[src/rtl/fetch_queue.sv]
// Instruction fetch unit with a small in-order queue between imem and decode.
// Define FETCH_BYPASS_EN to let a response skip an empty queue combinationally.
module fetch_queue #(
   parameter int PC_W  = 9,
   parameter int INS_W = 32,
   parameter int DEPTH = 4,
   localparam int CW   = $clog2(DEPTH + 1),
   localparam int PW   = $clog2(DEPTH)
) (
   input  logic             clk,
   input  logic             reset,
   input  logic             redirect,
   input  logic [PC_W-1:0]  redirect_pc,
   output logic             imem_req,
   output logic [PC_W-1:0]  imem_addr,
   input  logic [INS_W-1:0] imem_rdata,
   input  logic             id_ready,
   output logic             if_valid,
   output logic [PC_W-1:0]  if_pc,
   output logic [INS_W-1:0] if_instr,
   output logic [CW-1:0]    fq_count
);

   logic [PC_W-1:0]  fetch_pc;
   logic [PC_W-1:0]  rsp_pc;
   logic             inflight;
   logic [PW-1:0]    head;
   logic [PW-1:0]    tail;
   logic [PC_W-1:0]  pc_mem  [DEPTH];
   logic [INS_W-1:0] ins_mem [DEPTH];
   logic [CW:0]      pending;
   logic             push;
   logic             pop;
   logic             unused_bits;

   assign unused_bits = ^redirect_pc[1:0];

   // Occupancy plus the outstanding response bounds issue, so a push never meets a full queue.
   assign pending   = {1'b0, fq_count} + {{CW{1'b0}}, inflight};
   assign imem_req  = reset && !redirect && (pending < (CW+1)'(DEPTH));
   assign imem_addr = fetch_pc;

`ifdef FETCH_BYPASS_EN
   logic bypass;
   assign bypass   = (fq_count == '0) && inflight && !redirect;
   assign if_valid = !redirect && ((fq_count != '0) || bypass);
   assign push     = inflight && !redirect && !(bypass && id_ready);
`else
   assign if_valid = !redirect && (fq_count != '0);
   assign push     = inflight && !redirect;
`endif
   assign pop = !redirect && (fq_count != '0) && id_ready;

   always_comb begin
      if_pc    = '0;
      if_instr = '0;
`ifdef FETCH_BYPASS_EN
      if (bypass) begin
         if_pc    = rsp_pc;
         if_instr = imem_rdata;
      end else if (if_valid) begin
         if_pc    = pc_mem[head];
         if_instr = ins_mem[head];
      end
`else
      if (if_valid) begin
         if_pc    = pc_mem[head];
         if_instr = ins_mem[head];
      end
`endif
   end

   always_ff @(posedge clk or negedge reset) begin
      if (!reset) begin
         fetch_pc <= '0;
         rsp_pc   <= '0;
         inflight <= 1'b0;
         head     <= '0;
         tail     <= '0;
         fq_count <= '0;
      end else if (redirect) begin
         fetch_pc <= {redirect_pc[PC_W-1:2], 2'b00};
         inflight <= 1'b0;
         head     <= '0;
         tail     <= '0;
         fq_count <= '0;
      end else begin
         inflight <= imem_req;
         if (imem_req) begin
            rsp_pc   <= fetch_pc;
            fetch_pc <= fetch_pc + PC_W'(4);
         end
         if (push)
            tail <= tail + PW'(1);
         if (pop)
            head <= head + PW'(1);
         case ({push, pop})
            2'b10:   fq_count <= fq_count + CW'(1);
            2'b01:   fq_count <= fq_count - CW'(1);
            default: fq_count <= fq_count;
         endcase
      end
   end

   // Storage is left unreset; the read side is gated by if_valid.
   always_ff @(posedge clk) begin
      if (push) begin
         pc_mem[tail]  <= rsp_pc;
         ins_mem[tail] <= imem_rdata;
      end
   end

endmodule

[config.mk]
export PLATFORM = sky130hd
export DESIGN_NAME = fetch_queue
export DESIGN_NICKNAME = d
export VERILOG_FILES = /design/src/rtl/fetch_queue.sv
export SDC_FILE = /design/constraint.sdc
export NUM_CORES = 1
export LEC_CHECK = 0
export CAP_MARGIN = 5
export CORE_MARGIN = 1
export CORE_UTILIZATION = 45
export DETAILED_ROUTE_END_ITERATION = 10
export PLACE_DENSITY = 0.67
export SKIP_LAST_GASP = 1
export SYNTH_ARGS = -nofsm -noshare
export SYNTH_HDL_FRONTEND = slang
export SYNTH_SLANG_ARGS = --single-unit
[constraint.sdc]
create_clock -name clk -period 3 [get_ports clk]
set_input_delay 0.3 -clock clk [delete_from_list [all_inputs] [get_ports clk]]
set_output_delay 0.3 -clock clk [all_outputs]
set_load 0.005 [all_outputs]
After elaboration in Yosys (flattened, before gate mapping):

Memory sizes are Yosys's and may differ from the RTL's.
Cells that the tools add are included.

* bits in registers: 26
* memory bits (writable): 164
* output and inout port bits: 55
* memories kept: 2

* add/sub/neg operators: 6
* magnitude comparators: 1
* equality and inequality tests: 2
* multiplexer cells: 13
* bitwise gates (word level): 1
* reductions and logical operators: 12

Memory list
* ins_mem: depth 4, bits a word 32, read ports 1, clocked after memory_dff 0, wr ports 1, RTL line 30 `logic [INS_W-1:0] ins_mem [DEPTH];`
* pc_mem: depth 4, bits a word 9, read ports 1, clocked after memory_dff 0, wr ports 1, RTL line 29 `logic [PC_W-1:0] pc_mem [DEPTH];`

Operators with widths (count)
* $mux W32: 1
* $mux W9: 3
* $add A9 B3 Y9 const B: 1
* $mux W2: 4
* $pmux W3 S2: 1
* $reduce_bool A2 Y1: 3
* $reduce_bool A3 Y1: 2
* $logic_and A1 B1 Y1: 5
* $add A2 B1 Y2 const B: 2
* $add A3 B1 Y4: 1
* $lt A4 B3 Y1 const B: 1
* $add A3 B1 Y3 const B: 1
* $mux W1: 3
* $mux W3: 1
* $sub A3 B1 Y3 const B: 1
* $eq A2 B1 Y1 const B: 1
* $eq A2 B2 Y1 const B: 1
* $reduce_and A2 Y1: 1
* $logic_not A1 Y1: 1
* $not A1 Y1: 1

Depth between registers and ports, before layout:

Gate-level depths: netlist of the first run.

* depth in word-level cells: 6
* mapped depth: 8
* depth with buffers taken out: 8

Worst setup path after synthesis of the first run:

Ideal clock, no wire load.

* path kind: flip-flop to flip-flop
* start point: register inflight
* end point: memory ins_mem[0][0] (enable)
* setup time: 400 ps
* arrival time: 1862 ps
* data required time: 2600 ps
* slack: 737 ps
* stages on the path, launching flop included: 4
* path buffers: 1
* clock period less this slack: 2263 ps
* cells stage by stage: dfrtp_1 buf_1 nor2b_1 and2_1

* cells in the longest elaborated chain, start to end: 3

RTL lines
* start: declaration: RTL line 26 `logic inflight;`
* start signal: assignment: RTL line 88 `inflight <= imem_req;`
* $logic_and A1 B1 Y1: RTL line 50 `assign push = inflight && !redirect;`
* $mux W1: RTL line 107 `if (push) begin`
* $mux W1 (not written as such): RTL line 109 `ins_mem[tail] <= imem_rdata;`
* end: declaration: RTL line 30

No other way between the ends.

Worst setup path in the final report of the first run:

* start point: register head[0]
* end point: output if_instr[1]

* cells in the longest elaborated chain, start to end: 2

RTL lines
* start: declaration: RTL line 27 `logic [PW-1:0] head;`
* start signal: assignment: RTL line 96 `head <= head + PW'(1);`
* $mem_v2 Z4 W32
* $mux W32: RTL line 66 `if (if_valid) begin`
* end: declaration: RTL line 20 `output logic [INS_W-1:0] if_instr,`

No other way between the ends.

==> metrics.csv, run 1 <==
metric;value;unit
post-route-drc-count;0;
rr_startpoint;fq_count[2];
viasPerCell;5.21;
yosysUniqueCellTypes;39;
cts_tree;yes;
fmax;355;MHz
cts_setup_buffers;0;
pwr-share-comb;0.104;
drt_pre_antenna_iters;4;
nets;541;
p_leak;3.03;nW
status;finished, final reports clean;
drive_gt1_frac;0.181;
root_buffer;clkbuf_16;
worstSetupStartpoint;head[0];
start_kind;register;
via_count;3722;
min_period;2820;ps
clock-sinks;178;
ctsHtreeMaxLevel;4;
p_int;4.52;mW
dr.first_iter.drc_count;268;
fin_tns_setup;0;ps
rows;45;
ys_ff_latch;178;
sequentialPowerShare;0.504;
io_buffers;93;
syn_inst;382;
powerDensity;633;mW/mm2
grt_util_all_layers;0.170;
min_path_type;in -> async;
hold_viol_final;0;
grt_pass1_vias;3754;
endpoint;if_instr[1];
ios;100;
setup-violations-final;0;
crit_required;2700;ps
synth_top_flop_cell;edfxtp_1;
worstPathArrival;2520;ps
slew_viol_final;0;
r2r_cells;8;
clkPwrFrac;0.393;
critPathCaptureType;output port;
synth_top_area_cell;edfxtp_1;
detail-route-antenna-nets;0;
insertion_delay;420;ps
clk_pin_slew;60;ps
switchingPower;1.17;mW
crit_fanout;15;
rr_endpoint;fq_count[1];
cts_hold_buffers;0;
syn_to_final_growth;26.3;%
async_reset_ff_frac;0.124;
avgRoutedWirePerCell;17.9;um
dp_hpwl;7760;um
p_sw_frac;0.206;
ys_seq_area_frac;0.736;
finalPower;5.69;mW
max_cap_violations;0;
wl;12800;um
synth_area_per_cell;18.6;um2
grt_pass1_wl;20200;um
yosysWarnings;0;
ir_worst_vdd;415;uV
gp_congestion;0.743;
finalCritPeriodShare;0.939;
core_area;0.0153;mm2
die_h;128;um
finalClockSkew;6.22;ps
clockBufferDepth;2;
synth_area;0.00711;mm2
grt_overflow;0;
dieArea;0.0163;mm2
synth_top_cells_by_area;edfxtp_1 (66%), mux4_2 (12%), dfrtp_1 (7.7%);
n_fill_cell;1175;
die_w;128;um
crit_type;reg -> out;
start_util;0.464;
synth-edff-count;156;
synth_top_area_frac;0.659;
grt_max_degree;41;
numCtsBuffers;17;
ctsResizeCount;0;
antenna_found_initial;1;
rsz0062_at_grt;no;
r2r_slack;800;ps
==> metrics by stage <==
stage	util	hold WS (ps)	setup WS (ps)	instances	instance area [um2]
floorplan	-	4.41	737	385	7120
global placement	0.547	492	554	682	8380
detailed placement	0.547	507	528	682	8380
CTS	0.586	152	123	713	8980
global route	0.586	173	58.1	713	8980
finish	0.587	167	183	714	8980
==> kinds of logic after synthesis <==
group / share of synthesized area
adder cells (fa/ha/maj): 0.0116
buffers and inverters: 0.0204
flip-flops: 0.736
AO/OA/AOI/OAI: 0.0260
XOR/XNOR: 0.00493
multiplexers: 0.126
other: 0.000527
AND/OR/NAND/NOR: 0.0741
==> cell type report <==
type	instances	area [um2]	share of cell area
clock inverters	13	166	0.0185
well taps	211	264	0.0294
diodes	1	2.50	0.000279
repair buffers	108	1110	0.123
inverters	7	26.3	0.00293
multi-input cells	178	1750	0.195
flip-flops and latches	178	5240	0.583
clock buffers	18	429	0.0478
==> worst max-delay path, stage by stage (launching register included) <==
cell and delay (ps):
dfrtp_2 680, buf_12 250, mux4_2 520, and2_1 200, clkdlybuf4s50_1 440
==> placed cells by master (no fill, tap or decap), types with 3 or more instances in the layout <==
master	count
and2_1	39
clkinv_2	3
bufinv_16	4
a21oi_1	3
a311o_1	3
nor2b_1	3
mux4_2	39
clkdlybuf4s50_1	93
nand2_1	28
buf_12	5
xnor2_1	3
ha_1	5
nand3_1	5
o21ai_0	7
buf_4	10
edfxtp_1	156
inv_1	6
clkbuf_16	17
a221o_1	3
nor2_1	8
conb_1	4
clkinv_1	4
and2_2	4
dfrtp_1	20
==> power by group through the flow <==
stage	sequential, mW	clock (mW)	combinational (mW)
after floorplan	2.88	0	0.329
after CTS	2.87	2.28	0.601
final	2.86	2.23	0.589
after global placement	2.91	0	0.588
after detailed placement	2.92	0	0.598
after global routing	2.88	2.37	0.642
==> metal layers <==
layer  part of all wire  GRT usage  wire, um  vias up
met5                  0          0         0        -
met4             0.0085     0.0574       108        0
met3              0.054     0.0559       696       10
met2               0.49      0.277      6320      107
met1               0.44      0.217      5650     1904
li1                   -          -         -     1701
==> registers in the layout, indices dropped and copies added (netlist names) <==
signal / cells
ins_mem: 128
pc_mem: 28
imem_addr: 7
rsp_pc: 7
fq_count: 3
head: 2
tail: 2
inflight: 1
==> how the worst min path moves through the flow <==
stage              endpoint       from  cells past startpoint
2_1_floorplan   fq_count[0]      reset                      0
3_3_place_gp   pc_mem[2][7]  rsp_pc[7]                      0
3_5_place_dp   pc_mem[0][7]  rsp_pc[7]                      0
4_1_cts         fq_count[2]      reset                      2
5_1_grt        imem_addr[8]      reset                      2
6_report        fq_count[2]      reset                      2
==> cells in the mapped netlist (2+ instances only) <==
| cell type | count |
|---|---|
| a21oi_1 | 3 |
| inv_1 | 6 |
| buf_1 | 5 |
| nor2b_1 | 4 |
| a32oi_1 | 2 |
| a21o_1 | 2 |
| clkbuf_1 | 4 |
| a221o_1 | 3 |
| and2_1 | 43 |
| xnor2_1 | 3 |
| nor3_1 | 2 |
| nor2_1 | 8 |
| nand2_1 | 28 |
| a311o_1 | 3 |
| nand3_1 | 5 |
| dfrtp_1 | 22 |
| ha_1 | 5 |
| buf_4 | 8 |
| mux4_2 | 39 |
| mux2i_1 | 2 |
| and3_1 | 2 |
| o21ai_0 | 7 |
| buf_2 | 5 |
| edfxtp_1 | 156 |
Power figures use the tool's default switching activity.
==> inputs of run 2 (changes only) <==
- CORE_ASPECT_RATIO: default -> 1.75
- SKIP_LAST_GASP: 1 -> default
==> metrics.csv, run 2 (synthesis results as in run 1) <==
metric;value;unit;change
syn_to_final_growth;25.2;%;
grt_util_all_layers;0.166;;-0.00404
die_h;168;um;+32%
finalCritPeriodShare;0.911;;-0.0276
crit_chain;or3_4 > nor2b_2 > buf_4 > and2_1 > clkdlybuf4s50_1;;
largestRegisters;ins_mem (128), pc_mem (28);;
finalPower;5.53;mW;-2.8%
largest_register;ins_mem;;
core_area;0.0154;mm2;+0.49%
p_int;4.23;mW;-6.2%
clock-sinks;178;;unchanged
rr_endpoint;fq_count[2];;
ios;100;;unchanged
mostFrequentLayoutCells;edfxtp_1 (156), clkdlybuf4s50_1 (93), mux4_2 (39), and2_1 (39), nand2_1 (28);;
switchingPower;1.29;mW;+11%
p_leak;3.00;nW;-1.2%
die_w;97.0;um;-24%
wl;12900;um;+0.89%
diodes;0;;-1
ctsResizeCount;0;;unchanged
tightest_slew;510;ps;
min_path_type;in -> async;;
status;finished, final reports clean;;
crit_required;2700;ps;about the same
grt_pass1_vias;3848;;+2.5%
final_common_cell;edfxtp_1;;
postLayoutCoreUtil;0.579;;-0.00798
critPathCaptureType;output port;;
max-slew-margin-rel;0.660;;
sequentialPowerShare;0.515;;+0.011
cpPeakStageDelay;480;ps;-200 ps
place_ws;424;ps;-104 ps
drive_gt1_frac;0.186;;+0.00510
r2r_cells;7;;-1
ctsHtreeMaxLevel;4;;unchanged
pwr-share-comb;0.107;;+0.003
clkPwrFrac;0.378;;-0.015
start_kind;register;;
gp_congestion;0.729;;-1.9%
io_buffers;93;;unchanged
clk_pin_slew;70;ps;about the same
via_count;3686;;-0.97%
start_util;0.462;;-0.00227
post-route-drc-count;0;;unchanged
final.setup.worst_slack;266;ps;+82.9 ps
finalClockSkew;8.06;ps;+1.84 ps
cts_tree;yes;;
hold_viol_final;0;;unchanged
critical_path.slowest_cell;clkdlybuf4s50_1;;
powerDensity;621;mW/mm2;-1.9%
rr_startpoint;fq_count[2];;
crit_fanout;40;;+25
r2r_slack;770;ps;-30 ps
cts_setup_buffers;0;;unchanged
n_fill_cell;1154;;-1.8%
p_sw_frac;0.234;;+0.0283
largest_reg_flops;128;;unchanged
grt_max_degree;41;;unchanged
rows;60;;+33%
nets;537;;-0.74%
avgRoutedWirePerCell;18.8;um;+5.2%
root_buffer;clkbuf_16;;
placed_area;0.00834;mm2;-0.58%
insertion_delay;420;ps;about the same
grt_overflow;0;;unchanged
drt_pre_antenna_iters;4;;unchanged
worstPathArrival;2430;ps;-90 ps
dieArea;0.0163;mm2;+0.12%
grt_pass1_wl;20400;um;+0.85%
numCtsBuffers;17;;unchanged
fin_tns_setup;0;ps;unchanged
viasPerCell;5.38;;+3.2%
final_area;0.00890;mm2;-0.88%
dp_hpwl;8190;um;+5.5%
max_cap_violations;0;;unchanged
antenna_found_initial;0;;-1
setup-violations-final;0;;unchanged
ir_worst_vdd;394;uV;-5.1%
slew_viol_final;0;;unchanged
min_period;2730;ps;-82.9 ps
fmax;366;MHz;+3.0%
dr.first_iter.drc_count;178;;-34%
cts_hold_buffers;0;;unchanged
clockBufferDepth;2;;unchanged
rsz0062_at_grt;no;;
detail-route-antenna-nets;0;;unchanged
crit_type;reg -> out;;
==> run 2: metal layers <==
metal | global-route usage | up-vias | wire length [um]
met1 | 0.191 | 1899 | 4990
met4 | 0.0616 | 0 | 170
met5 | 0 | - | 0
met2 | 0.301 | 86 | 7220
met3 | 0.0369 | 12 | 504
li1 | - | 1689 | -
==> run 2: worst max-delay path: cells and delay by family, from the launching register on <==
family	cells	cell delay, ps
buffers and inverters	2	750
AND/OR/NAND/NOR	3	800
flip-flops	1	470
==> run 2: power by group through the flow <==
stage | logic (mW) | registers, mW | clock network, mW
after floorplan | 0.329 | 2.88 | 0
after global placement | 0.591 | 2.89 | 0
after detailed placement | 0.602 | 2.90 | 0
after CTS | 0.604 | 2.85 | 2.14
after global routing | 0.645 | 2.86 | 2.24
final | 0.590 | 2.85 | 2.09
==> run 2: per-stage QoR <==
stage | hold WS (ps) | std cells
after detailed placement | 511 | 653
after CTS | 310 | 685
after global routing | 331 | 685
after global placement | 492 | 653
final | 323 | 685
after floorplan | 4.41 | 385
==> run 2: how the worst max path moves through the flow <==
stage | end | depth (start not counted) | slack [ps] | startpoint
2_1_floorplan | ins_mem[0][0] | 3 | 740 | inflight
3_3_place_gp | imem_req | 5 | 450 | redirect
3_5_place_dp | imem_req | 5 | 420 | redirect
4_1_cts | if_instr[7] | 5 | 200 | fq_count[2]
5_1_grt | if_instr[7] | 5 | 150 | fq_count[2]
6_report | if_instr[7] | 5 | 270 | fq_count[2]
==> run 2: area by class of cell <==
class	instances	area, um2	area share
inverters	7	26.3	0.00295
clock buffers	17	425	0.0478
well taps	186	233	0.0261
clock inverters	15	143	0.0160
multi-input cells	178	1750	0.197
repair buffers	104	1090	0.122
flip-flops and latches	178	5240	0.588
==> inputs of run 3 (changes only) <==
- CELL_PAD_IN_SITES_DETAIL_PLACEMENT: default -> 2
- CELL_PAD_IN_SITES_GLOBAL_PLACEMENT: default -> 2
- CORE_UTILIZATION: 45 -> 25
- PLACE_DENSITY: 0.67 -> 0.52
==> metrics.csv, run 3 (synthesis results as in run 1) <==
metric;value;unit;change
place_ws;435;ps;+11.4 ps
io_buffers;93;;unchanged
dr.first_iter.drc_count;88;;-51%
die_h;225;um;+34%
avgRoutedWirePerCell;18.6;um;-0.89%
largest_reg_flops;128;;unchanged
diodes;0;;unchanged
dp_hpwl;10700;um;+30%
dieArea;0.0292;mm2;+79%
viasPerCell;4.26;;-21%
drt_pre_antenna_iters;4;;unchanged
crit_fanout;17;;-57%
status;finished, final reports clean;;
max-slew-margin-rel;0.664;;+0.00394
fmax;356;MHz;-2.7%
insertion_delay;440;ps;+20 ps
finalClockSkew;6.95;ps;-1.11 ps
max_cap_violations;0;;unchanged
numCtsBuffers;17;;unchanged
root_buffer;clkbuf_16;;
finalCritPeriodShare;0.936;;+0.0250
multi_input_area;0.00176;mm2;+0.29%
regArea;0.00524;mm2;about the same
ctsResizeCount;0;;unchanged
cts_setup_buffers;0;;unchanged
wl;16300;um;+27%
grt_util_all_layers;0.125;;-0.0411
grt_pass1_vias;4468;;+16%
syn_to_final_growth;30.6;%;
grt_overflow;0;;unchanged
hold_viol_final;0;;unchanged
ctsHtreeMaxLevel;4;;unchanged
mostFrequentLayoutCells;edfxtp_1 (156), clkdlybuf4s50_1 (93), mux4_2 (39), and2_1 (39), nand2_1 (28);;
start_util;0.254;;-0.208
dpl.cell_count;844;;+29%
n_fill_cell;2861;;+150%
crit_required;2700;ps;about the same
post-route-drc-count;0;;unchanged
min_path_type;in -> async;;
cts_hold_buffers;0;;unchanged
rr_endpoint;fq_count[1];;
p_leak;3.08;nW;+2.8%
crit_type;reg -> out;;
via_count;3732;;+1.2%
ios;100;;unchanged
core_area;0.0280;mm2;+82%
nets;541;;+0.74%
critPathCaptureType;output port;;
clockBufferDepth;2;;unchanged
fin_tns_setup;0;ps;unchanged
r2r_cells;8;;+1
min_period;2810;ps;+75.1 ps
cts_tree;yes;;
grt_max_degree;41;;unchanged
largest_register;ins_mem;;
start_kind;register;;
antenna_found_initial;0;;unchanged
r2r_slack;750;ps;-20 ps
rr_startpoint;fq_count[2];;
final_common_cell;edfxtp_1;;
powerDensity;628;mW/mm2;+1.1%
setup-violations-final;0;;unchanged
rsz0062_at_grt;no;;
fin_cells;876;;+28%
ir_worst_vdd;339;uV;-14%
grt_pass1_wl;26000;um;+28%
die_w;129;um;+33%
worstPathArrival;2510;ps;+80 ps
drive_gt1_frac;0.189;;+0.00249
rows;81;;+35%
clk_pin_slew;60;ps;about the same
tightest_slew;504;ps;-5.91 ps
final.setup.worst_slack;191;ps;-75.1 ps
largestRegisters;ins_mem (128), pc_mem (28);;
slew_viol_final;0;;unchanged
gp_congestion;0.722;;-0.99%
clock-sinks;178;;unchanged
detail-route-antenna-nets;0;;unchanged
run 3: worst max path at each step:
stage	from	to	slack [ps]	depth (start not counted)
floorplan	inflight	ins_mem[0][0]	740	3
global placement	redirect	fq_count[1]	510	9
detailed placement	redirect	fq_count[1]	440	9
CTS	head[0]	if_pc[4]	70	4
global route	head[0]	if_pc[4]	5	4
finish	head[0]	if_pc[4]	190	4
run 3: area by class of cell:
| class | count | share of cell area |
|---|---|---|
| Sequential cell | 178 | 0.564 |
| Timing Repair Buffer | 108 | 0.123 |
| Tap cell | 373 | 0.0502 |
| Clock inverter | 3 | 0.00202 |
| Inverter | 7 | 0.00283 |
| Multi-Input combinational cell | 178 | 0.189 |
| Clock buffer | 29 | 0.0687 |
run 3: per-stage QoR:
step	hold slack (ps)	utilization	area, um2	power (mW)
after floorplan	4.41	-	7120	3.21
after global placement	493	0.309	8630	3.54
after detailed placement	523	0.309	8630	3.57
after CTS	180	0.332	9290	5.94
after global routing	190	0.332	9290	6.07
final	186	0.332	9290	5.83
run 3: metal layers:
layer	GRT usage	vias to the layer above	wire length, um
met1	0.126	1966	5920
met2	0.241	69	9640
li1	-	1682	-
met3	0.0278	15	480
met4	0.0518	0	291
met5	0	-	0
run 3: worst max-delay path, cell delays in order (launching register included):
cell and delay, ps:
dfrtp_4 660, buf_12 240, mux4_2 500, and2_1 170, clkdlybuf4s50_1 500
run 3: power by group:
part           internal [mW]  total (mW)  switching [mW]
Combinational          0.364       0.613           0.248
Clock                   1.45        2.34           0.895
Sequential              2.79        2.87          0.0870
